===== config.mk =====
export PLATFORM = sky130hd
export DESIGN_NAME = my_ip_v1_0
export DESIGN_NICKNAME = d
export VERILOG_FILES = /design/src/rtl/myip_pkg.sv /design/src/rtl/myip_dot2_alu.sv /design/src/rtl/my_ip_v1_0.sv
export SDC_FILE = /design/constraint.sdc
export NUM_CORES = 1
export LEC_CHECK = 0
export CAP_MARGIN = 10
export CELL_PAD_IN_SITES_DETAIL_PLACEMENT = 1
export CELL_PAD_IN_SITES_GLOBAL_PLACEMENT = 1
export CORE_ASPECT_RATIO = 0.7
export CORE_MARGIN = 5
export CORE_UTILIZATION = 50
export DETAILED_ROUTE_END_ITERATION = 8
export PLACE_DENSITY_LB_ADDON = 0.1
export SETUP_SLACK_MARGIN = 0.05
export SYNTH_ARGS = -nofsm -noshare
export SYNTH_HDL_FRONTEND = slang
export SYNTH_SLANG_ARGS = --single-unit

===== constraint.sdc =====
create_clock -name ACLK -period 8.3 [get_ports ACLK]
set_input_delay 0.83 -clock ACLK [delete_from_list [all_inputs] [get_ports ACLK]]
set_output_delay 0.83 -clock ACLK [all_outputs]
set_load 0.05 [all_outputs]

===== src/rtl/myip_pkg.sv =====
// Shared types and constants for the my_ip_v1_0 2-lane dot-product coprocessor.
package myip_pkg;

    localparam int DATA_W  = 32;
    localparam int LANE_W  = 16;
    localparam int N_WORDS = 2;
    localparam int N_LANES = DATA_W / LANE_W;

    typedef enum logic [1:0] {
        READ_INPUTS  = 2'd0,
        COMPUTE      = 2'd1,
        WRITE_OUTPUT = 2'd2
    } state_t;

endpackage


===== src/rtl/myip_dot2_alu.sv =====
// Combinational 2-lane unsigned 16-bit dot product, sum truncated to 32 bits.
module myip_dot2_alu
    import myip_pkg::*;
(
    input  logic [DATA_W-1:0] a,
    input  logic [DATA_W-1:0] b,
    output logic [DATA_W-1:0] y
);

    logic [DATA_W-1:0] prod [N_LANES];

    genvar gi;
    generate
        for (gi = 0; gi < N_LANES; gi++) begin : g_lane
            assign prod[gi] = a[gi*LANE_W +: LANE_W] * b[gi*LANE_W +: LANE_W];
        end
    endgenerate

    // Carry out of bit 31 is intentionally dropped (modulo 2^32).
    assign y = prod[0] + prod[1];

endmodule


===== src/rtl/my_ip_v1_0.sv =====
// AXI4-Stream coprocessor: takes two operand words, returns one dot-product word
// as a single-beat packet.
module my_ip_v1_0
    import myip_pkg::*;
#(
    parameter int C_S_AXIS_TDATA_WIDTH  = 32,
    parameter int C_M_AXIS_TDATA_WIDTH  = 32,
    parameter int NUMBER_OF_INPUT_WORDS = 2
) (
    input  logic                            ACLK,
    input  logic                            ARESETN,
    output logic                            S_AXIS_TREADY,
    input  logic [C_S_AXIS_TDATA_WIDTH-1:0] S_AXIS_TDATA,
    input  logic                            S_AXIS_TLAST,
    input  logic                            S_AXIS_TVALID,
    output logic                            M_AXIS_TVALID,
    output logic [C_M_AXIS_TDATA_WIDTH-1:0] M_AXIS_TDATA,
    output logic                            M_AXIS_TLAST,
    input  logic                            M_AXIS_TREADY
);

    state_t            state_q, state_d;
    logic              cnt_q, cnt_d;
    logic              run_q;
    logic [DATA_W-1:0] a_q, a_d;
    logic [DATA_W-1:0] b_q, b_d;
    logic [DATA_W-1:0] result_q, result_d;
    logic [DATA_W-1:0] alu_y;
    logic              s_hs;
    logic              unused_tlast;

    // Job length comes from the word count, so upstream TLAST carries no information.
    assign unused_tlast = S_AXIS_TLAST;

    myip_dot2_alu u_alu (
        .a (a_q),
        .b (b_q),
        .y (alu_y)
    );

    // run_q keeps ready low through reset and for the first edge after release,
    // without any combinational path from ARESETN to the port.
    assign S_AXIS_TREADY = run_q && (state_q == READ_INPUTS);
    assign M_AXIS_TVALID = (state_q == WRITE_OUTPUT);
    assign M_AXIS_TLAST  = (state_q == WRITE_OUTPUT);
    assign M_AXIS_TDATA  = result_q;

    assign s_hs = S_AXIS_TVALID && S_AXIS_TREADY;

    always_comb begin
        state_d  = state_q;
        cnt_d    = cnt_q;
        a_d      = a_q;
        b_d      = b_q;
        result_d = result_q;
        unique case (state_q)
            READ_INPUTS: begin
                if (s_hs) begin
                    if (cnt_q == 1'(NUMBER_OF_INPUT_WORDS - 1)) begin
                        b_d     = S_AXIS_TDATA;
                        cnt_d   = 1'b0;
                        state_d = COMPUTE;
                    end else begin
                        a_d   = S_AXIS_TDATA;
                        cnt_d = 1'b1;
                    end
                end
            end
            COMPUTE: begin
                result_d = alu_y;
                state_d  = WRITE_OUTPUT;
            end
            WRITE_OUTPUT: begin
                if (M_AXIS_TREADY) begin
                    state_d = READ_INPUTS;
                end
            end
            default: begin
                state_d = READ_INPUTS;
            end
        endcase
    end

    always_ff @(posedge ACLK) begin
        if (ARESETN) begin
            state_q  <= READ_INPUTS;
            cnt_q    <= 1'b0;
            run_q    <= 1'b0;
            a_q      <= '0;
            b_q      <= '0;
            result_q <= '0;
        end else begin
            state_q  <= state_d;
            cnt_q    <= cnt_d;
            run_q    <= 1'b1;
            a_q      <= a_d;
            b_q      <= b_d;
            result_q <= result_d;
        end
    end

endmodule


# After elaboration in Yosys (flattened, before gate mapping)
# Index checks and enable logic that the tools add are counted.
[op_classes] add_sub_neg=1 mul=2 n_eq_ne=5 muxes=6 n_bitwise=1 n_reduce_logical=7
[op_table] cell="multiplier 16 x 16 -> 32 bit" count=2
[op_table] cell="adder 32 bit" count=1
[op_table] cell="AND reduction 3 bit" count=3
[op_table] cell="two-way mux 2 bit" count=3
[op_table] cell="case mux 2 bit (3 select lines)" count=1
[op_table] cell="!= test 2 bit (second input constant)" count=2
[op_table] cell="equality test 2 x 1 -> 1 bit (second input constant)" count=1
[op_table] cell="equality test 2 bit (second input constant)" count=1
[op_table] cell="logical AND 1 bit" count=2
[op_table] cell="logical NOT 2 bit" count=1
[op_table] cell="two-way mux 1 bit" count=2
[op_table] cell="!= test 2 x 1 -> 1 bit (second input constant)" count=1
[op_table] cell="AND reduction 2 bit" count=1
[op_table] cell="NOT 1 bit" count=1
[totals] regBits=100 input_bits=37 elab_cells=28

# Longest topological paths before layout
[logic_depth] word_depth=5 ltp_mapped=26 depth_no_buf=25

# Hierarchy
# Synthesis repeated with hierarchy kept, for this count alone.
[hier_totals] cells_unflattened=2282 hier_area_um2=20935.1
[modules_own_cells] module="myip_dot2_alu" n_inst=1 cells_per_inst=1908 area_per_inst_um2=17409.2 seq_area_each_um2=0.0
[modules_own_cells] module="my_ip_v1_0" n_inst=1 cells_per_inst=374 area_per_inst_um2=3525.9 seq_area_each_um2=2001.9

# Worst setup path before layout
# OpenSTA, ideal clock, no wires.
[synth_timing] kind="flip-flop to flip-flop" from="register b_q[23]" to="register result_q[28], in the netlist M_AXIS_TDATA[28]" t_arrival_ps=6435 required_ps=8173 slack_ps=1739 path_stages_with_launch=23 period_less_slack_ps=6561 cell_sequence="dfxtp_1 > clkbuf_1 > clkbuf_1 > nand2_1 > fa_1 > inv_1 > fa_1 > fa_1 > fa_1 > fa_1 > fa_1 > fa_1 > inv_1 > fa_1 > inv_1 > ha_1 > o21a_1 > nor2b_1 > a221o_1 > a41o_1 > a211oi_2 > xor2_1 > o21ai_1"
[synth_via] elab_chain_len=2
[synth_lines] item="start, declared" line="my_ip_v1_0.sv:26" text="logic [DATA_W-1:0] b_q, b_d;"
[synth_lines] item="start signal, assigned" line="my_ip_v1_0.sv:90" text="b_q <= '0;"
[synth_lines] item="start signal, assigned" line="my_ip_v1_0.sv:97" text="b_q <= b_d;"
[synth_lines] item="multiplier 16 x 16 -> 32 bit" line="myip_dot2_alu.sv:15" text="assign prod[gi] = a[gi*LANE_W +: LANE_W] * b[gi*LANE_W +: LANE_W];"
[synth_lines] item="adder 32 bit" line="myip_dot2_alu.sv:20" text="assign y = prod[0] + prod[1];"
[synth_lines] item="end signal, assigned" line="my_ip_v1_0.sv:98" text="result_q <= result_d;"
[synth_lines] item="end, declared" line="my_ip_v1_0.sv:27" text="logic [DATA_W-1:0] result_q, result_d;"
# No other way between the ends.
# A chain may end at the register's enable or synchronous reset.

# Final worst setup path
[layout_timing] from="register b_q[8]" to="register result_q[31], in the netlist M_AXIS_TDATA[31]"
# The elaborated chain is that of the path after synthesis.

==> results.json <==
{
  "crit_type": "flop to flop",
  "yosysTopAreaCellShare": 0.433,
  "clock_skew_ns": 0.0112,
  "synth_area_leaders": "fa_1 43%, ha_1 12%, dfxtp_1 9.7%",
  "vias": 15000,
  "preCtsSetupSlack_ns": 0.741,
  "cts.sinks": 100,
  "synth_flop_cell": "dfxtp_1",
  "numPortBuffers": 70,
  "syn_inst": 2271,
  "setup_slack_ns": 0.713,
  "most-common-layout-cells": "503 x inv_1, 446 x fa_1, 349 x nand2_1, 289 x and2_1, 192 x ha_1",
  "drt-initial-drc-count": 710,
  "r2r_cells": 21,
  "yosysUniqueCellTypes": 59,
  "r2r-end": "M_AXIS_TDATA[31]",
  "hold_viol_final": 0,
  "synthArstFlopShare": 0,
  "period_share": 0.914,
  "antenna_found_initial": 1,
  "critPathArrivalTime_ns": 7.86,
  "outcome": "finished, final reports clean",
  "synth-seq-cells": 100,
  "ctsHtreeMaxLevel": 3,
  "synth-edff-count": 0,
  "worstSkewPairLatency_ns": 0.40,
  "post-dp-hpwl_um": 47400,
  "fmax_mhz": 132,
  "synth_area_leader_cell": "fa_1",
  "r2r-start": "b_q[8]",
  "syn_to_final_growth_pct": 7.34,
  "ctsResizeCount": 0,
  "cts_hold_buf": 0,
  "die_h_um": 180,
  "core_mm2": 0.0409,
  "clockBufferDepth": 2,
  "route.detailed.drc": 0,
  "drive_above_1_share": 0.0254,
  "setup_viol": 0,
  "stdcell_count": 2825,
  "met3_usage": 0.0295,
  "ys_seq_area_frac": 0.0971,
  "min_period_ns": 7.59,
  "die_x_um": 253,
  "layout_commonest_cell": "inv_1",
  "yosysWarnings": 0,
  "critPathCaptureType": "flop",
  "dpl_cell_area_mm2": 0.0218,
  "grt_max_degree": 60,
  "timing.hold.ws_ns": 0.443,
  "slew_violations": 0,
  "cts_made_buffers": 9,
  "via_per_inst": 5.31,
  "dp.cells": 2808,
  "die_area_mm2": 0.0455,
  "track_usage": 0.266,
  "slew_headroom": 0.364,
  "met1_usage": 0.366,
  "holdCritStartpoint": "M_AXIS_TDATA[23]",
  "row_count": 62,
  "grt_first_pass_wirelength_um": 95100,
  "grt.busiest_layer": "met2",
  "syn_nets": 2946,
  "grt_use_met2": 0.457,
  "postCtsSetupBuffers": 0,
  "pwr_density_cell_mw_per_mm2": 53.1,
  "routabilityCongestion": 0.840,
  "detail_route.wl_per_cell_um": 20.5,
  "power_leakage_nw": 11.1,
  "design_area_mm2": 0.0221,
  "cts-root-buf": "clkbuf_16",
  "holdPathEnd": "M_AXIS_TDATA[23]",
  "dr.pass1.iters": 4,
  "cp-start-kind": "flop",
  "rsz0062_at_grt": "no",
  "worst_pin_slew_ns": 0.954,
  "hold_path.class": "flop to flop",
  "crit_required_ns": 8.57,
  "postSynthAreaPerCell_um2": 9.08,
  "path_clk_slew_ns": 0.07,
  "worst-r2r-setup-slack_ns": 0.71,
  "ir_drop_mv": 0.0989,
  "nNetsFinal": 2950,
  "wl_um": 57800,
  "totalNegativeSetupSlack_ns": 0,
  "hold_depth": 2,
  "syn_area_mm2": 0.0206,
  "cp_max_fo": 17,
  "tritoncts": "yes",
  "ant_nets": 0,
  "grt-ovfl-total": 0,
  "grt_pass1_vias": 17400,
  "max_cap_viol_count": 0,
  "ios": 72,
  "start_util": 0.504
}
## cell families (layout without fill, tap and decap cells)
group                      after synthesis  in the layout  synth area share
AOI/OAI and AO/OA                      186            186            0.0590
adders and majority gates              638            638             0.550
other                                    0              1                 0
DFF                                    100            100            0.0971
and+or+nand+nor                        713            713             0.171
buffers and inverters                  606            615             0.111
xor gates and xnor gates                28             28            0.0119
## how the worst max path moves through the flow
stage,start,end,slack [ns]
6_report,b_q[8],M_AXIS_TDATA[31],0.71
4_1_cts,a_q[8],M_AXIS_TDATA[31],0.72
2_1_floorplan,b_q[23],M_AXIS_TDATA[28],1.74
3_5_place_dp,a_q[8],M_AXIS_TDATA[31],0.74
3_3_place_gp,a_q[8],M_AXIS_TDATA[31],0.91
5_1_grt,b_q[8],M_AXIS_TDATA[31],0.40
## where the power goes
| part | switching [mW] | internal (mW) | total, mW |
|---|---|---|---|
| sequential | 0.0567 | 0.490 | 0.547 |
| combinational | 0.0885 | 0.0578 | 0.146 |
| clock | 0.223 | 0.260 | 0.483 |
## worst max-delay path, cell delays in order, from the launching register on
cell and delay [ns]:
dfxtp_1 0.87, and2_1 0.26, fa_1 0.43, fa_1 0.54
fa_1 0.55, inv_1 0.05, fa_1 0.49, inv_1 0.05
fa_1 0.56, fa_1 0.44, fa_1 0.53, inv_1 0.06
fa_1 0.49, inv_1 0.05, ha_1 0.36, a21oi_1 0.34
o21ai_1 0.17, a2111oi_2 0.35, o21ai_1 0.27, a311oi_2 0.35
xnor2_1 0.16, o21ai_1 0.08
## cell usage after synthesis, types with 2 or more instances
master     count
dfxtp_1      100
a22o_1        32
o21bai_1       2
nor2b_1        5
and3_1         3
or4_1          2
or3_1          2
a21o_1         6
o21ai_1       10
fa_1         446
buf_2          8
buf_1          3
nor3b_1        2
nand2b_1       8
nand2_1      349
o21a_1         4
xor2_1        11
xnor2_1       17
nand3_1       15
o21ai_0       21
a221o_1        2
nor2_1        21
nand4_1        6
and2_1       289
o2111ai_1      2
a211oi_1       4
nor3_1         2
a31oi_1        5
clkbuf_1      90
inv_1        503
a21oi_1       80
ha_1         192
o21ai_2        2
o211ai_1       2
## flip-flops by register name (all words and copies together), names as in the netlist
signal / cells
M_AXIS_TDATA: 32
state_q: 2
cnt_q: 1
a_q: 32
run_q: 1
b_q: 32
## metrics by stage
| step | util | total power [mW] |
|---|---|---|
| after detailed placement | 0.533 | 0.703 |
| after global placement | 0.533 | 0.695 |
| after global routing | 0.541 | 1.22 |
| after CTS | 0.541 | 1.19 |
| final | 0.541 | 1.18 |
| after floorplan | - | 0.611 |
## area by class of cell
| class | instances | area [um2] |
|---|---|---|
| Inverter | 504 | 1890 |
| Multi-Input combinational cell | 1565 | 16400 |
| Sequential cell | 100 | 2000 |
| Fill cell | 4743 | 18700 |
| Antenna cell | 1 | 2.50 |
| Tap cell | 544 | 681 |
| Clock inverter | 4 | 53.8 |
| Timing Repair Buffer | 95 | 883 |
| Clock buffer | 12 | 267 |
## routing by layer
metal / vias to the layer above / routed length [um]
li1: 6748 / -
met1: 7944 / 25600
met2: 265 / 29200
met3: 56 / 1900
met4: 0 / 1170
met5: - / 0
(Power assumes the default switching activity.)
